[config.mk]
export PLATFORM = sky130hd
export DESIGN_NAME = mem_arbiter
export DESIGN_NICKNAME = d
export VERILOG_FILES = /design/src/rtl/mem_arbiter.sv
export SDC_FILE = /design/constraint.sdc
export NUM_CORES = 1
export LEC_CHECK = 0
export CAP_MARGIN = 10
export CORE_AREA = 2 2 103 105
export CTS_CLUSTER_DIAMETER = 120
export DETAILED_ROUTE_END_ITERATION = 8
export DIE_AREA = 0 0 105 107
export PLACE_DENSITY = 0.61
export SYNTH_ARGS = -nofsm -noshare
export SYNTH_HDL_FRONTEND = slang
export SYNTH_SLANG_ARGS = --single-unit
[constraint.sdc]
create_clock -name clk -period 1.5 [get_ports clk]
set_input_delay 0.15 -clock clk [delete_from_list [all_inputs] [get_ports clk]]
set_output_delay 0.15 -clock clk [all_outputs]
set_load 0.005 [all_outputs]
[src/rtl/mem_arbiter.sv]
// Arbiter sharing one backing-memory port between the icache refill port and the dcache port.
// Grants are held for a full read burst or a single write beat, with an idle bubble between grants.
module mem_arbiter #(
    parameter int unsigned BURST_LEN   = 4,
    parameter int unsigned DC_PRIORITY = 0
) (
    input  logic        clk,
    input  logic        rst,
    input  logic        ic_req,
    input  logic [31:0] ic_addr,
    output logic [31:0] ic_rdata,
    output logic        ic_ready,
    input  logic        dc_req,
    input  logic        dc_we,
    input  logic [31:0] dc_addr,
    input  logic [31:0] dc_wdata,
    output logic [31:0] dc_rdata,
    output logic        dc_ready,
    output logic        mem_req,
    output logic        mem_we,
    output logic [31:0] mem_addr,
    output logic [31:0] mem_wdata,
    input  logic [31:0] mem_rdata,
    input  logic        mem_ready,
    output logic        grant_ic,
    output logic        grant_dc
);

    localparam int unsigned CNT_W = $clog2(BURST_LEN);

    typedef enum logic [1:0] {
        IDLE   = 2'd0,
        GNT_IC = 2'd1,
        GNT_DC = 2'd2
    } state_t;

    state_t             state_q, state_d;
    logic [CNT_W-1:0]   beat_cnt_q, beat_cnt_d;
    logic               last_dc_q, last_dc_d;
    logic               own_req;
    logic               burst_done;

    // Owner's request and end-of-grant condition for the current beat
    always_comb begin
        own_req    = 1'b0;
        burst_done = 1'b0;
        if (state_q == GNT_IC) begin
            own_req    = ic_req;
            burst_done = mem_ready && (beat_cnt_q == CNT_W'(BURST_LEN - 1));
        end else if (state_q == GNT_DC) begin
            own_req    = dc_req;
            burst_done = mem_ready && ((beat_cnt_q == CNT_W'(BURST_LEN - 1)) || dc_we);
        end
    end

    // Next-state: arbitration in IDLE, release on completion or abort
    always_comb begin
        state_d    = state_q;
        beat_cnt_d = beat_cnt_q;
        last_dc_d  = last_dc_q;
        case (state_q)
            IDLE: begin
                if (ic_req && dc_req) begin
                    state_d = ((DC_PRIORITY != 0) || !last_dc_q) ? GNT_DC : GNT_IC;
                end else if (ic_req) begin
                    state_d = GNT_IC;
                end else if (dc_req) begin
                    state_d = GNT_DC;
                end
            end
            GNT_IC, GNT_DC: begin
                if (!own_req || burst_done) begin
                    state_d    = IDLE;
                    beat_cnt_d = '0;
                    last_dc_d  = (state_q == GNT_DC);
                end else if (mem_ready) begin
                    beat_cnt_d = beat_cnt_q + CNT_W'(1);
                end
            end
            default: begin
                state_d    = IDLE;
                beat_cnt_d = '0;
            end
        endcase
    end

    always_ff @(posedge clk or posedge rst) begin
        if (rst) begin
            state_q    <= IDLE;
            beat_cnt_q <= '0;
            last_dc_q  <= 1'b1;
        end else begin
            state_q    <= state_d;
            beat_cnt_q <= beat_cnt_d;
            last_dc_q  <= last_dc_d;
        end
    end

    // Memory-port mux follows the registered owner; aborting owner gets no ready
    always_comb begin
        mem_req   = 1'b0;
        mem_we    = 1'b0;
        mem_addr  = '0;
        mem_wdata = '0;
        ic_ready  = 1'b0;
        dc_ready  = 1'b0;
        case (state_q)
            GNT_IC: begin
                mem_req  = ic_req;
                mem_addr = ic_addr;
                ic_ready = ic_req && mem_ready;
            end
            GNT_DC: begin
                mem_req   = dc_req;
                mem_we    = dc_we;
                mem_addr  = dc_addr;
                mem_wdata = dc_wdata;
                dc_ready  = dc_req && mem_ready;
            end
            default: begin
                mem_req = 1'b0;
            end
        endcase
    end

    assign grant_ic = (state_q == GNT_IC);
    assign grant_dc = (state_q == GNT_DC);
    assign ic_rdata = mem_rdata;
    assign dc_rdata = mem_rdata;

endmodule

==> metrics.md, run 1 <==
| Metric | Value |
|---|---|
| Critical Path Stages | 9 |
| Crit-path cells | buf_6 > ha_4 > buf_16 > buf_12 > buf_8 > nor2b_4 > o221ai_4 > and3_4 > a32o_1 |
| CTS tree | yes |
| Max Buffers Root-to-Sink | 2 |
| H-tree depth | 1 |
| Final instance area | 0.00399 mm2 |
| DP Wirelength | 5580 um |
| Iteration-0 DRC Markers | 60 |
| DR vias/cell | 4.10 |
| Worst min-delay path class | primary input to async pin |
| Final Hold Vio Count | 0 |
| Most frequent cells in the layout | 101 x clkdlybuf4s50_1, 46 x buf_6, 33 x and2_4 |
| Placed insts | 459 |
| Startpoint class of the critical path | flop |
| Mapped Cells | 214 |
| Worst Path Buf+Inv | 4 |
| Violated checks | negative setup slack |
| Register Area | 126 um2 |
| RSZ-0062 raised after global routing | yes |
| Pwr dens | 1710 mW/mm2 |
| Comb power frac | 93.0% |
| Root Driver | clkbuf_8 |
| Largest delay share family, worst path | buffers and inverters |
| Rel. slew slack | 85.4% |
| Gr ovfl total | 0 |
| Final wirelength | 8840 um |
| Core area | 0.0101 mm2 |
| Critical path type | flop to flop |
| Non-Filler Instances | 499 |
| Switch Pwr | 0.00248 W |
| Compound-Gate Fraction of Synth Area | 22.1% |
| Post-DRT Antenna Nets | 0 |
| Post-CTS Hold Fix Bufs | 0 |
| CP endpoint kind | flop |
| P_int | 0.00433 W |
| Initial antenna violation count | 0 |
| Switching Share | 36.5% |
| CP max stage delay | 400 ps |
| Reg2Reg Setup Slack | -370 ps |
| Fill cell count | 1,028 |
| Post-DP Area | 0.00309 mm2 |
| Main area contributors after synthesis | buf_4 31%, a22oi_1 15%, and2_1 13% |
| Top-Level Pins | 268 |
| Clk slew on worst S/H paths | 30 ps |
| Area occupied by multi-input gates | 0.00133 mm2 |
| Largest net degree at the start of global routing | 29 |
| Setup violators final | 70 |
| R2r endpoint | beat_cnt_q[1]$_DFFE_PP0P_ |
| Synth Area in XOR/XNOR | 0% |
| 1st-pass router iterations | 4 |
| Worst-skew pair later-pin latency | 220 ps |
| Vias in the first global route | 2,200 |
| Clock network power share | 3.7% |
| Port bufs | 171 |
| Post-Synth Adder-Cell Area | 3.22% |
| Tot GR Track Use | 13.8% |
| CP startpoint | state_q[0]$_DFFE_PP0P_ |
| Main combinational cell family by area after synthesis | buffers and inverters |
| Most common cell after layout, fill and taps aside | clkdlybuf4s50_1 |
| Reg2reg start | state_q[0]$_DFFE_PP0P_ |
| Final WS setup | -373 ps |
| Post-synthesis simple-gate area fraction | 29.5% |
| Synth Register Bits | 5 |
| Area growth from synthesis to layout | 156% |
| Row Count | 37 |
| Peak supply drop | 0.536 mV |
| Die footprint | 0.0112 mm2 |
| Area share of the largest cell type after synthesis | 31.4% |
| Warnings, synthesis | 0 |
| Die W | 105 um |
| Syn nets | 352 |
| WL/cell | 17.7 um |
| Final Wtd Congestion | 0.855 |
| CTS buffer count | 3 |
| Part of the power in registers | 3.3% |
| Starting Density | 15.4% |
| End point of the critical path | beat_cnt_q[1]$_DFFE_PP0P_ |
| Fmax | 0.534 GHz |
| Least-Margin Pin Slew | 219 ps |
| Max Slew Vio Count | 0 |
| Nets | 502 |
| Largest area contributor in the netlist | buf_4 |
| CP required | 1610 ps |
| Layout cell share with drive strength beyond 1 | 62.5% |
| N_diodes | 0 |
| Worst reg-to-reg path cell count | 9 |
| Avg Cell Area, Syn | 7.27 um2 |
| Period utilisation layout | 125% |
| Status | finished, violations left |
| Sinks on Clock Net | 5 |
| Arr. time, crit path | 1980 ps |
| Slowest CP cell | dfrtp_1 |
| Post-synthesis mux area share | 0.723% |
| First-pass GRT wire length | 12,200 um |
| Cell variety after synth | 27 |
| Mapped cell area | 0.00156 mm2 |
| Vias | 2,047 |
| CP max FO | 6 |
| Minimum clock period | 1870 ps |
| Max-Cap Viols | 0 |
| DRC | 0 |
| Clk_skew | 0.443 ps |
| Seq/Total Area, Yosys | 8.12% |
| Die outline height | 107 um |
| Static Leak | 1.70 nW |
[per-stage QoR]
stage                     power (W)  util (%)  TNS (ps)  hold WS, ps  setup slack (ps)
final                       0.00681      39.5    -12040          135              -373
after floorplan             0.00193         -         0        -72.2              19.4
after global placement      0.00384      30.6    -18860          300              -360
after global routing        0.00723      39.5    -16010          151              -427
after detailed placement    0.00390      30.6    -19990          300              -363
after CTS                   0.00603      37.3    -15000          136              -389
[state kept, by name (all words and copies together) (netlist names)]
register / count
beat_cnt_q: 2
last_dc_q: 1
state_q: 2
[metal layers]
metal | GRT usage [%] | up-vias | share of wire, %
li1 | - | 958 | -
met1 | 15.2 | 958 | 36
met2 | 25.9 | 106 | 54
met3 | 3.28 | 25 | 6.9
met4 | 4.67 | 0 | 2.6
met5 | 0 | - | 0
[power by group through the flow]
stage / clock [W] / sequential [W] / combinational, W
finish: 0.000252 / 0.000226 / 0.00633
CTS: 0.000260 / 0.000221 / 0.00555
detailed placement: 0 / 0.000212 / 0.00368
floorplan: 0 / 0.000206 / 0.00172
global route: 0.000261 / 0.000231 / 0.00674
global placement: 0 / 0.000212 / 0.00363
[final cells by class]
cell class | instances | share of cell area, %
Timing Repair Buffer | 224 | 57.6
Multi-Input combinational cell | 124 | 33.2
Tap cell | 136 | 4.27
Sequential cell | 5 | 3.17
Clock buffer | 4 | 1.13
Inverter | 6 | 0.565
[how the worst min path moves through the flow]
| stage | endpoint | slack [ps] |
|---|---|---|
| 2_1_floorplan | beat_cnt_q[0]$_DFFE_PP0P_ | -70 |
| 3_3_place_gp | dc_rdata[11] | 300 |
| 3_5_place_dp | dc_rdata[11] | 300 |
| 4_1_cts | state_q[1]$_DFFE_PP0P_ | 140 |
| 5_1_grt | state_q[1]$_DFFE_PP0P_ | 150 |
| 6_report | state_q[1]$_DFFE_PP0P_ | 130 |
[logic make-up after synthesis]
logic type,count (synthesis)
buf+inv,85
simple gates,75
compound gates,44
flops,5
fa+ha+maj,4
mux,1
[synthesized netlist by cell type]
cell type and number:
nand2_1 3, buf_4 65, a22oi_1 32, and3_4 1
dfrtp_1 4, o221ai_2 1, inv_1 6, dfstp_2 1
a32o_1 1, a21boi_1 1, and2_1 33, nor2b_2 1
mux2_1 1, o22ai_1 2, nor3_1 1, nand3_1 1
o211ai_1 1, a32oi_1 2, nor2_1 3, a22o_1 1
ha_1 4, o21ai_2 1, a31o_2 1, a21boi_0 1
clkbuf_1 12, buf_2 2, nor2b_1 32
[worst reg2reg max path: stages, from the launching register on]
cell and delay [ps]:
dfrtp_1 400, buf_6 130, ha_4 170, buf_16 130, buf_12 120, buf_8 120
nor2b_4 110, o221ai_4 120, and3_4 220, a32o_1 240
[timing repair]
action	in CTS	in global routing
buffers inserted	23	10
pin swaps	15	24
setup endpoints to repair	75	75
resized for setup	379	75
cloned	10	3
Power figures use the tool's default switching activity.
==> inputs of run 2 (changes only) <==
Settings changed: CTS_CLUSTER_DIAMETER 120 to not set, MAX_ROUTING_LAYER set to met4.
==> metrics.md, run 2 (synthesis results as in run 1) <==
| Metric | Value |
|---|---|
| CP max FO | 6 (unchanged) |
| Regs by FF count | beat_cnt_q x2, state_q x2, last_dc_q x1 |
| Most frequent cells in the layout | 101 x clkdlybuf4s50_1, 46 x buf_6, 33 x and2_4 |
| Max-Cap Viols | 0 (unchanged) |
| M2 GR Usage | 26.0% (+0.046 points) |
| Final Hold Vio Count | 0 (unchanged) |
| Pwr dens | 1710 mW/mm2 (about the same) |
| R2r endpoint | beat_cnt_q[1]$_DFFE_PP0P_ |
| WL/cell | 17.7 um (-0.10%) |
| Core area | 0.0101 mm2 (unchanged) |
| Violated checks | negative setup slack |
| Static Leak | 1.70 nW (about the same) |
| GRT Max-Usage Layer | met2 |
| H-tree depth | 1 (unchanged) |
| Rel. slew slack | 85.3% (about the same) |
| Fill cell count | 1,028 (unchanged) |
| Final wirelength | 8830 um (-0.10%) |
| Non-Filler Instances | 499 (unchanged) |
| Clk slew on worst S/H paths | 30 ps (about the same) |
| First-pass GRT wire length | 12,300 um (about the same) |
| Minimum clock period | 1870 ps (+1.66 ps) |
| Least-Margin Pin Slew | 220 ps (+0.598 ps) |
| Final instance area | 0.00399 mm2 (unchanged) |
| Sinks on Clock Net | 5 (unchanged) |
| Tot GR Track Use | 14.2% (+0.40 points) |
| CP endpoint kind | flop |
| Period utilisation layout | 125% (about the same) |
| Arr. time, crit path | 1980 ps (about the same) |
| Area growth from synthesis to layout | 156% (unchanged) |
| Top-Level Pins | 268 (unchanged) |
| Layout cell share with drive strength beyond 1 | 62.5% (unchanged) |
| Vias in the first global route | 2,195 (-0.23%) |
| DR vias/cell | 4.09 (-0.24%) |
| Port bufs | 171 (unchanged) |
| Met1 global-route usage | 15.2% (unchanged) |
| Nets | 502 (unchanged) |
| Die footprint | 0.0112 mm2 (unchanged) |
| Post-DRT Antenna Nets | 0 (unchanged) |
| DP Wirelength | 5580 um (unchanged) |
| CP required | 1610 ps (about the same) |
| Register Area | 126 um2 (unchanged) |
| Final Wtd Congestion | 0.869 (+1.6%) |
| Row Count | 37 (unchanged) |
| Vias | 2,042 (-0.24%) |
| DRC | 0 (unchanged) |
| Max Slew Vio Count | 0 (unchanged) |
| Critical path type | flop to flop |
| Worst reg-to-reg path cell count | 9 (unchanged) |
| Iteration-0 DRC Markers | 61 (+1.7%) |
| Reg2Reg Setup Slack | -370 ps (about the same) |
| Largest net degree at the start of global routing | 29 (unchanged) |
| Setup violators final | 69 (-1.4%) |
| CTS buffer count | 3 (unchanged) |
| Final core utilization | 39.5% (unchanged) |
| Die outline height | 107 um (unchanged) |
| N_diodes | 0 (unchanged) |
| Root Driver | clkbuf_8 |
| Clk_skew | 0.262 ps (-0.182 ps) |
| Starting Density | 15.4% (unchanged) |
| Status | finished, violations left |
| Post-DP Area | 0.00309 mm2 (unchanged) |
| Startpoint class of the critical path | flop |
| Gr ovfl total | 0 (unchanged) |
| Area occupied by multi-input gates | 0.00133 mm2 (unchanged) |
| Fmax | 0.534 GHz (about the same) |
| Final WS setup | -374 ps (-1.66 ps) |
| CTS tree | yes |
| Hold_ws | 135 ps (+0.604 ps) |
| Reg2reg start | state_q[0]$_DFFE_PP0P_ |
| Max Buffers Root-to-Sink | 2 (unchanged) |
| Worst-skew pair later-pin latency | 220 ps (about the same) |
| 1st-pass router iterations | 6 (+2) |
| Placed insts | 459 (unchanged) |
| Most common cell after layout, fill and taps aside | clkdlybuf4s50_1 |
| Die W | 105 um (unchanged) |
| RSZ-0062 raised after global routing | yes |
| Worst min-delay path class | primary input to async pin |
| Initial antenna violation count | 0 (unchanged) |
| Met3 Use GR | 3.28% (unchanged) |
| Peak supply drop | 0.534 mV (-0.22%) |
==> run 2: layer usage <==
metal  up-vias  part of all wire [%]
met2       103                    54
met4         0                   2.5
met3        30                   6.8
met1       951                    36
met5         -                     0
li1        958                     -
==> run 2: report_power, final <==
part	total, W	leakage (nW)	internal [W]	switching (W)
Clock	0.000252	0.0228	0.000183	0.0000696
Sequential	0.000226	0.0640	0.000186	0.0000397
Combinational	0.00633	1.62	0.00396	0.00237
==> run 2: worst max-delay path, stage by stage (launching register included) <==
cell and delay [ps]:
dfrtp_1 390, buf_6 130, ha_4 170, buf_16 130, buf_12 120, buf_8 120, nor2b_4 110, o221ai_4 120
and3_4 220, a32o_1 240
==> run 2: worst max path at each step <==
| stage | depth (start not counted) | slack, ps | endpoint | start |
|---|---|---|---|---|
| after floorplan | 6 | 20 | last_dc_q$_DFFE_PP1P_ | state_q[0]$_DFFE_PP0P_ |
| after CTS | 9 | -390 | last_dc_q$_DFFE_PP1P_ | state_q[0]$_DFFE_PP0P_ |
| after global routing | 9 | -430 | beat_cnt_q[1]$_DFFE_PP0P_ | state_q[0]$_DFFE_PP0P_ |
| after detailed placement | 6 | -360 | mem_addr[31] | state_q[0]$_DFFE_PP0P_ |
| final | 9 | -370 | beat_cnt_q[1]$_DFFE_PP0P_ | state_q[0]$_DFFE_PP0P_ |
| after global placement | 6 | -360 | mem_addr[31] | state_q[0]$_DFFE_PP0P_ |
==> run 2: per-stage QoR <==
step	power, W	setup WS [ps]	setup TNS, ps
finish	0.00681	-374	-11950
global route	0.00723	-427	-16020
CTS	0.00603	-389	-15000
detailed placement	0.00390	-363	-19990
global placement	0.00384	-360	-18860
floorplan	0.00193	19.4	0
==> run 2: area by class of cell <==
type                            count  share of cell area, %
Tap cell                          136                   4.27
Clock buffer                        4                   1.13
Multi-Input combinational cell    124                   33.2
Timing Repair Buffer              224                   57.6
Sequential cell                     5                   3.17
Inverter                            6                  0.565
==> run 2: timing repair <==
item                                    in CTS  in global routing
pin swaps                                   15                 23
hold buffers                                 0                  0
cloned                                      10                  3
buffers inserted                            23                 10
gates resized for setup                    379                 75
endpoints found under the setup margin      75                 75
